==> config.mk <==
export PLATFORM = sky130hd
export DESIGN_NAME = hs32_fetch
export DESIGN_NICKNAME = d
export VERILOG_FILES = /design/src/rtl/hs32_fetch_pkg.sv /design/src/rtl/hs32_ifq.sv /design/src/rtl/hs32_fetch.sv
export SDC_FILE = /design/constraint.sdc
export NUM_CORES = 1
export LEC_CHECK = 0
export BUFFER_PORTS_ARGS = -buffer_cell sky130_fd_sc_hd__buf_2
export CORE_MARGIN = 2
export CORE_UTILIZATION = 33
export CTS_CLUSTER_DIAMETER = 150
export DETAILED_ROUTE_END_ITERATION = 10
export GPL_TIMING_DRIVEN = 0
export PLACE_DENSITY = 0.61
export SLEW_MARGIN = 20
export SYNTH_ARGS = -nofsm -noshare
export SYNTH_HDL_FRONTEND = slang
export SYNTH_SLANG_ARGS = --single-unit
==> constraint.sdc <==
create_clock -name clk -period 7.65 [get_ports clk]
set_input_delay 1.1475 -clock clk [delete_from_list [all_inputs] [get_ports clk]]
set_output_delay 1.1475 -clock clk [all_outputs]
set_load 0.005 [all_outputs]
==> src/rtl/hs32_fetch_pkg.sv <==
// Shared HS32 core constants: fetch FSM encoding, reset vector, PC step.
package hs32_fetch_pkg;

  localparam int unsigned XLEN = 32;

  // Default fetch address out of reset
  localparam logic [XLEN-1:0] HS32_RESET_PC = 32'h0000_0000;

  // Fetch advances one 32-bit word at a time
  localparam logic [XLEN-1:0] HS32_PC_STEP = 32'd4;

  typedef enum logic [1:0] {
    FETCH_IDLE  = 2'd0,
    FETCH_BUSY  = 2'd1,
    FETCH_DRAIN = 2'd2
  } fetch_state_e;

  // Sequential successor of a fetch address (wraps modulo 2^32)
  function automatic logic [XLEN-1:0] next_pc(input logic [XLEN-1:0] pc);
    return pc + HS32_PC_STEP;
  endfunction

endpackage

==> src/rtl/hs32_ifq.sv <==
// Parameterised synchronous FIFO with clear; clear wins over push/pop.
module hs32_ifq #(
  parameter int unsigned DEPTH = 2,
  parameter int unsigned WIDTH = 32
) (
  input  logic                     clk,
  input  logic                     reset,
  input  logic                     push,
  input  logic                     pop,
  input  logic                     clear,
  input  logic [WIDTH-1:0]         din,
  output logic [WIDTH-1:0]         dout,
  output logic [$clog2(DEPTH):0]   count
);

  localparam int unsigned AW = $clog2(DEPTH);
  localparam int unsigned CW = AW + 1;

  logic [WIDTH-1:0] mem_q [DEPTH];
  logic [WIDTH-1:0] mem_d [DEPTH];
  logic [AW-1:0]    wr_ptr_q, wr_ptr_d;
  logic [AW-1:0]    rd_ptr_q, rd_ptr_d;
  logic [CW-1:0]    count_q, count_d;

  // Pointer, storage and occupancy update
  always_comb begin
    mem_d    = mem_q;
    wr_ptr_d = wr_ptr_q;
    rd_ptr_d = rd_ptr_q;
    count_d  = count_q;
    if (clear) begin
      wr_ptr_d = '0;
      rd_ptr_d = '0;
      count_d  = '0;
    end else begin
      if (push) begin
        mem_d[wr_ptr_q] = din;
        wr_ptr_d        = wr_ptr_q + AW'(1);
      end
      if (pop) begin
        rd_ptr_d = rd_ptr_q + AW'(1);
      end
      case ({push, pop})
        2'b10:   count_d = count_q + CW'(1);
        2'b01:   count_d = count_q - CW'(1);
        default: count_d = count_q;
      endcase
    end
  end

  // FIFO registers
  always_ff @(posedge clk or posedge reset) begin
    if (reset) begin
      mem_q    <= '{default: '0};
      wr_ptr_q <= '0;
      rd_ptr_q <= '0;
      count_q  <= '0;
    end else begin
      mem_q    <= mem_d;
      wr_ptr_q <= wr_ptr_d;
      rd_ptr_q <= rd_ptr_d;
      count_q  <= count_d;
    end
  end

  assign dout  = mem_q[rd_ptr_q];
  assign count = count_q;

endmodule

==> src/rtl/hs32_fetch.sv <==
// HS32 instruction fetch: PC, memory read requests, prefetch queue to decode.
module hs32_fetch
  import hs32_fetch_pkg::*;
#(
  parameter int unsigned DEPTH    = 2,
  parameter logic [31:0] RESET_PC = HS32_RESET_PC
) (
  input  logic        clk,
  input  logic        reset,
  input  logic [31:0] newpc,
  input  logic        flush,
  output logic [31:0] addr,
  input  logic [31:0] dtrm,
  output logic        reqm,
  input  logic        rdym,
  output logic [31:0] instd,
  output logic        reqd,
  input  logic        rdyd
);

  localparam int unsigned CW = $clog2(DEPTH) + 1;

  fetch_state_e  state_q, state_d;
  logic [31:0]   pc_q, pc_d;
  logic [31:0]   addr_q, addr_d;
  logic          reqm_q, reqm_d;
  logic          push_c;
  logic          pop_c;
  logic          slot_free_c;
  logic [CW-1:0] count_c;

  assign slot_free_c = (count_c < CW'(DEPTH));

  // FSM state register
  always_ff @(posedge clk or posedge reset) begin
    if (reset) state_q <= FETCH_IDLE;
    else       state_q <= state_d;
  end

  // Next-state: a started bus cycle always completes before returning to IDLE
  always_comb begin
    state_d = state_q;
    case (state_q)
      FETCH_IDLE:  if (!flush && slot_free_c) state_d = FETCH_BUSY;
      FETCH_BUSY:  if (rdym) state_d = FETCH_IDLE;
                   else if (flush) state_d = FETCH_DRAIN;
      FETCH_DRAIN: if (rdym) state_d = FETCH_IDLE;
      default:     state_d = FETCH_IDLE;
    endcase
  end

  // Datapath controls: PC redirect, request launch/retire, queue push
  always_comb begin
    pc_d   = pc_q;
    addr_d = addr_q;
    reqm_d = reqm_q;
    push_c = 1'b0;
    case (state_q)
      FETCH_IDLE: begin
        if (flush) begin
          pc_d = newpc;
        end else if (slot_free_c) begin
          addr_d = pc_q;
          reqm_d = 1'b1;
        end
      end
      FETCH_BUSY: begin
        if (flush) pc_d = newpc;
        if (rdym) begin
          reqm_d = 1'b0;
          if (!flush) begin
            push_c = 1'b1;
            pc_d   = next_pc(pc_q);
          end
        end
      end
      FETCH_DRAIN: begin
        if (flush) pc_d = newpc;
        if (rdym)  reqm_d = 1'b0;
      end
      default: begin
        reqm_d = 1'b0;
      end
    endcase
  end

  // Fetch datapath registers
  always_ff @(posedge clk or posedge reset) begin
    if (reset) begin
      pc_q   <= RESET_PC;
      addr_q <= RESET_PC;
      reqm_q <= 1'b0;
    end else begin
      pc_q   <= pc_d;
      addr_q <= addr_d;
      reqm_q <= reqm_d;
    end
  end

  assign pop_c = reqd && rdyd;

  hs32_ifq #(
    .DEPTH (DEPTH),
    .WIDTH (32)
  ) u_ifq (
    .clk   (clk),
    .reset (reset),
    .push  (push_c),
    .pop   (pop_c),
    .clear (flush),
    .din   (dtrm),
    .dout  (instd),
    .count (count_c)
  );

  assign addr = addr_q;
  assign reqm = reqm_q;
  assign reqd = (count_c != '0);

endmodule

==> flow_metrics.env, run 1 <==
export IMPL_synthCells=522
export IMPL_yosys_register_bits=135
export IMPL_post_cts_buffers=0
export IMPL_worstReg2RegEnd="pc_q[31]"
export IMPL_drtPass1Iterations=4
export IMPL_avgViaCountPerCell=5.12
export IMPL_layout_drive_gt1_share=0.438
export IMPL_vias=4729
export IMPL_p_leak_nw=3.59
export IMPL_rows=50
export IMPL_setup_tns_ps=0
export IMPL_avgSynthCellArea_sq_um=12.1
export IMPL_wl_per_cell_um=17.0
export IMPL_areaGrowthSynthToFinish_pct=26.4
export IMPL_port_buffers=133
export IMPL_outcome="finished, final reports clean"
export IMPL_die_y_um=142
export IMPL_setup_viol=0
export IMPL_insertion_delay_ps=420
export IMPL_synth_yosys_warnings=0
export IMPL_wirelength_um=15700
export IMPL_ys_seq_area_frac=0.534
export IMPL_cts_sinks=135
export IMPL_drtIter0Drc=210
export IMPL_synth_flop_cell="dfrtp_1"
export IMPL_ir_worst_vdd_uv=150
export IMPL_total_power_mw=3.06
export IMPL_hold_viol=0
export IMPL_cts_root_buf="clkbuf_16"
export IMPL_post_cts_resized=0
export IMPL_multiInputGateArea_sq_um=2800
export IMPL_ff_latch_area_sq_um=3380
export IMPL_fill_cells=1800
export IMPL_critPathMaxFanout=10
export IMPL_maxSlewHeadroom=0.463
export IMPL_grt_use_total=0.162
export IMPL_dp_hpwl_um=11000
export IMPL_final_min_period_over_clock_period=0.424
export IMPL_initial_core_util=0.337
export IMPL_fp_dieW_um=142
export IMPL_synth_cell_types=46
export IMPL_endpoint="instd[24]"
export IMPL_max_freq_mhz=309
export IMPL_synthesis_area_sq_um=6320
export IMPL_synth_nets=596
export IMPL_dieArea_sq_um=20300
export IMPL_powerDensity_nw_per_um2=382
export IMPL_reg2reg_depth=8
export IMPL_grt_pass1_wl_um=25500
export IMPL_finClkSkew_ps=15.6
export IMPL_grt_pass1_vias=4792
export IMPL_cts_hold_buf=0
export IMPL_ant_nets=0
export IMPL_crit_arrival_ps=2090
export IMPL_holdCritPathClass="reg2reg"
export IMPL_numCtsBuffers=17
export IMPL_clockBufferDepth=2
export IMPL_r2r_start="state_q[0]"
export IMPL_drv_cap=0
export IMPL_core_region_area_sq_um=18800
export IMPL_globalplace_congestion=0.824
export IMPL_drc=0
export IMPL_rsz0062_at_grt="false"
export IMPL_cts_tree="done"
export IMPL_io_pins=135
export IMPL_end_kind="output port"
export IMPL_htree_levels=4
export IMPL_grt_overflow_total=0
export IMPL_nets=749
export IMPL_r2r_setup_slack_ps=4780
export IMPL_crit_type="reg2out"
export IMPL_grt_max_degree=80
export IMPL_antenna_found_initial=2
export IMPL_startpoint="u_ifq.rd_ptr_q"
export IMPL_finalCriticalPeriod_ps=3240
export IMPL_hold_path_depth=1
export IMPL_maxSlewViolCount=0
export IMPL_critPathLaunchType="flop"
export IMPL_synth_enable_flop_cells=0
export IMPL_async_reset_ff_frac=1.00
export IMPL_worstMarginPinSlew_ps=804
export IMPL_clk_pin_slew_worst_paths_ps=60
export IMPL_worstPathRequired_ps=6500
-- worst min path at each step --
stage | from | endpoint
floorplan | pc_q[0] | pc_q[0]
global placement | reqm | reqm
detailed placement | pc_q[0] | pc_q[0]
CTS | reqm | reqm
global route | u_ifq.mem_q[7] | u_ifq.mem_q[7]
finish | reqm | reqm
-- layer usage --
layer	routed length, um	up-vias	global-route usage
li1	-	2235	-
met3	582	18	0.0360
met4	292	0	0.0709
met1	7380	2355	0.220
met2	7450	121	0.248
met5	0	-	0
-- through the flow --
| step | area [sq um] | hold WS, ps | setup slack (ps) | utilization | std cells |
|---|---|---|---|---|---|
| 2_1_floorplan | 6320 | 461 | 2890 | - | 522 |
| 3_3_place_gp | 7280 | 470 | 1050 | 0.388 | 889 |
| 3_5_place_dp | 7320 | 476 | 4250 | 0.390 | 890 |
| 4_1_cts | 7990 | 492 | 4360 | 0.426 | 922 |
| 5_1_grt | 8000 | 505 | 4230 | 0.426 | 923 |
| 6_report | 8000 | 498 | 4410 | 0.426 | 924 |
-- cell type report --
type	count	area share
antenna	2	0.000626
buffer	31	0.0150
clock buffer	21	0.0601
clock inverter	11	0.0242
inverter	6	0.00375
multi-input combinational	350	0.351
sequential	135	0.422
tap	234	0.0366
timing repair buffer	134	0.0867
-- kinds of logic after synthesis --
group / count (synthesis) / synth area share
AND/OR/NAND/NOR: 136 / 0.118
adder cells (fa/ha/maj): 5 / 0.00989
multiplexers: 130 / 0.231
buffers and inverters: 37 / 0.0226
AO/OA/AOI/OAI: 76 / 0.0803
XOR/XNOR: 3 / 0.00416
flip-flops: 135 / 0.534
-- state kept, by name, summed over array words and instances (netlist names) --
signal          flops
reqm                1
pc_q               32
u_ifq.wr_ptr_q      1
addr               32
u_ifq.rd_ptr_q      1
u_ifq.count         2
state_q             2
u_ifq.mem_q        64
-- power breakdown --
group	internal, mW	total (mW)	switching (mW)
combinational	0.524	0.926	0.401
clock	0.614	0.928	0.314
sequential	1.02	1.20	0.182
total	2.16	3.06	0.898
-- cell usage after synthesis, drive strengths merged, types with 6 or more instances --
| library cell | n | area [sq um] |
|---|---|---|
| mux2 | 128 | 1440 |
| dfrtp | 135 | 3380 |
| o22a | 6 | 52.6 |
| clkbuf | 26 | 97.6 |
| a22oi | 7 | 52.6 |
| nand3 | 23 | 115 |
| nor4 | 8 | 80.1 |
| nand2 | 27 | 101 |
| nand4 | 8 | 80.1 |
| o21ai | 18 | 90.1 |
| nor2 | 29 | 109 |
| a21oi | 18 | 90.1 |
| nor3 | 14 | 70.1 |
-- worst max-delay path, stage by stage, from the launching register on --
cell and delay, ps:
dfrtp_1 320, clkbuf_1 270, clkbuf_1 560, mux2_2 410, buf_2 130
-- cell usage in the layout (no fill, tap or decap), types with 3 or more instances in the layout --
master,count
a22oi_1,7
clkbuf_16,17
nor4_1,6
bufinv_16,5
a21oi_1,18
nor2_1,29
a22o_1,4
o22a_1,6
o32ai_1,4
or4_1,3
nor2b_1,4
ha_1,5
clkbuf_1,26
clkbuf_8,4
o21ai_0,18
inv_1,4
o22ai_1,3
clkinv_4,3
o31a_1,3
dfrtp_1,135
nor3_1,14
and3_1,5
xor2_1,3
nand2_1,27
nand4_1,6
buf_2,133
mux2_2,128
or3_1,4
and4_1,3
nand3_1,23
buf_1,4
a2bb2oi_1,3
No activity file was read; power rests on OpenSTA's default activity.
==> run 2, diff against run 1 <==
Clock period 7.65 ns to 3 ns, I/O delays scaled along.
==> run 2 against run 1 <==
Effect of this change:
- core utilization decreased by 0.13 points
- clock skew is 6.3 ps lower
- flip-flop and latch count stayed put
- clock power rose by 130%
- first-iteration DRC count rose by 23%
- critical path depth increased by 4
- total power is 150% higher
- sequential share of layout area increased by 0.13 points
- via count is 0.47% higher
- count of clock-buffer cells in the layout is 1 higher
- critical path type is now reg2reg
- register-to-register slack worse by 4600 ps
==> flow_metrics.env, run 2 (synthesis results as in run 1) <==
export IMPL_powerDensity_nw_per_um2=953
export IMPL_crit_arrival_ps=3130
export IMPL_wirelength_um=15800
export IMPL_die_y_um=142
export IMPL_rsz0062_at_grt="false"
export IMPL_finClkSkew_ps=9.32
export IMPL_final_util=0.425
export IMPL_ant_nets=0
export IMPL_cts_root_buf="clkbuf_16"
export IMPL_final_common_cell="dfrtp_1"
export IMPL_final_cell_mix="dfrtp_1, buf_2, mux2_2"
export IMPL_ir_worst_vdd_uv=384
export IMPL_clk_pin_slew_worst_paths_ps=60
export IMPL_grt_pass1_vias=4702
export IMPL_cts_tree="done"
export IMPL_worstMarginPinSlew_ps=951
export IMPL_setup_tns_ps=0
export IMPL_cp_slowest_stage_delay_ps=540
export IMPL_cpMaxStageDelayCell="or4_1"
export IMPL_vias=4751
export IMPL_fp_dieW_um=142
export IMPL_wl_per_cell_um=17.1
export IMPL_drtPass1Iterations=5
export IMPL_drtIter0Drc=259
export IMPL_antenna_cells=0
export IMPL_cts_hold_buf=0
export IMPL_cts_sinks=135
export IMPL_avgViaCountPerCell=5.15
export IMPL_globalplace_congestion=0.797
export IMPL_maxSlewHeadroom=0.364
export IMPL_antenna_found_initial=0
export IMPL_io_pins=135
export IMPL_wl_met1_um=7550
export IMPL_end_kind="flop"
export IMPL_setup_viol=0
export IMPL_p_switching_mw=2.27
export IMPL_crit_type="reg2reg"
export IMPL_clockBufferDepth=2
export IMPL_nets=752
export IMPL_path_buf_inv=2
export IMPL_insertion_delay_ps=410
export IMPL_crit_chain="inv_1 > ha_1 > or3b_1 > buf_4 > nor4_4 > nand4_4 > or4_1 > a21oi_1"
export IMPL_hold_viol=0
export IMPL_grt_overflow_total=0
export IMPL_max_freq_mhz=358
export IMPL_htree_levels=4
export IMPL_worstPathRequired_ps=3340
export IMPL_drc=0
export IMPL_final_min_period_over_clock_period=0.932
export IMPL_regMostFlops="u_ifq.mem_q"
export IMPL_numCtsBuffers=17
export IMPL_outcome="finished, final reports clean"
export IMPL_power_frac_clock=0.285
export IMPL_layout_drive_gt1_share=0.437
export IMPL_core_region_area_sq_um=18800
export IMPL_rows=50
export IMPL_maxSlewViolCount=0
export IMPL_p_sw_frac=0.299
export IMPL_p_comb_frac=0.310
export IMPL_dieArea_sq_um=20300
export IMPL_p_leak_nw=3.58
export IMPL_met3_length_um=534
export IMPL_wl_met2_um=7540
export IMPL_dr_max_layer_used="met4"
export IMPL_power_frac_seq=0.405
export IMPL_largest_register_ff_count=64
export IMPL_holdCritPathClass="in2async"
export IMPL_grt_max_degree=34
export IMPL_port_buffers=133
export IMPL_areaGrowthSynthToFinish_pct=26.1
export IMPL_crit_family="simple AND/OR/NAND/NOR gates"
export IMPL_p_int_mw=5.33
export IMPL_finalCriticalPeriod_ps=2800
export IMPL_grt_use_total=0.159
export IMPL_drv_cap=0
export IMPL_critPathLaunchType="flop"
export IMPL_dp_hpwl_um=11100
export IMPL_grt_pass1_wl_um=25100
export IMPL_initial_core_util=0.337
export IMPL_critPathMaxFanout=8
==> run 2: changes by cell type in the layout (fill, tap and decap cells not counted), sizes merged <==
cell      delta
buf          +3
bufinv       -2
clkbuf       +1
clkinv       -1
clkinvlp     +1
diode        -2
inv          -1
==> run 2: repair_timing <==
| item | CTS | global route |
|---|---|---|
| resized for setup | 0 | 0 |
| setup buffers | 0 | 0 |
| endpoints found under the setup margin | 0 | 2 |
==> run 2: per-layer routing <==
metal	vias up	track usage
li1	2238	-
met1	2383	0.221
met2	116	0.246
met3	14	0.0377
met4	0	0.0469
met5	-	0
==> run 2: final cells by class <==
class                      instances  area [sq um]
tap                              234           293
sequential                       135          3380
timing repair buffer             137           746
inverter                           6          26.3
multi-input combinational        350          2800
fill                            1799         10800
buffer                            31           120
clock inverter                     8           121
clock buffer                      22           484
==> run 2: per-stage QoR <==
| stage | std cells | setup WS, ps | hold WS, ps | power, mW | cell area [sq um] |
|---|---|---|---|---|---|
| after floorplan | 522 | 499 | 461 | 4.55 | 6330 |
| after CTS | 923 | 151 | 40.7 | 7.69 | 7970 |
| after global routing | 923 | 3.22 | 62.7 | 8.09 | 7970 |
| after global placement | 889 | -138 | 478 | 5.41 | 7290 |
| after detailed placement | 893 | 159 | 484 | 5.48 | 7370 |
| final | 923 | 204 | 46.5 | 7.60 | 7970 |
==> run 2: worst paths after layout <==
| check | from | end | slack (ps) | cells past startpoint |
|---|---|---|---|---|
| min | reset | u_ifq.mem_q[8] | 50 | 2 |
| max in group asynchronous | reset | addr[26] | 2200 | 4 |
| min reg2reg | pc_q[0] | pc_q[0] | 500 | 1 |
| max | state_q[0] | pc_q[30] | 200 | 8 |
| max reg2reg | state_q[0] | pc_q[30] | 200 | 8 |
| min in group clk | newpc[20] | pc_q[20] | 270 | 3 |
==> run 2: power groups by stage <==
| stage | Clock [mW] | Combinational [mW] | Sequential, mW |
|---|---|---|---|
| floorplan | 0 | 1.56 | 2.99 |
| global placement | 0 | 2.33 | 3.08 |
| detailed placement | 0 | 2.38 | 3.10 |
| CTS | 2.23 | 2.39 | 3.07 |
| global route | 2.29 | 2.61 | 3.18 |
| finish | 2.17 | 2.35 | 3.08 |
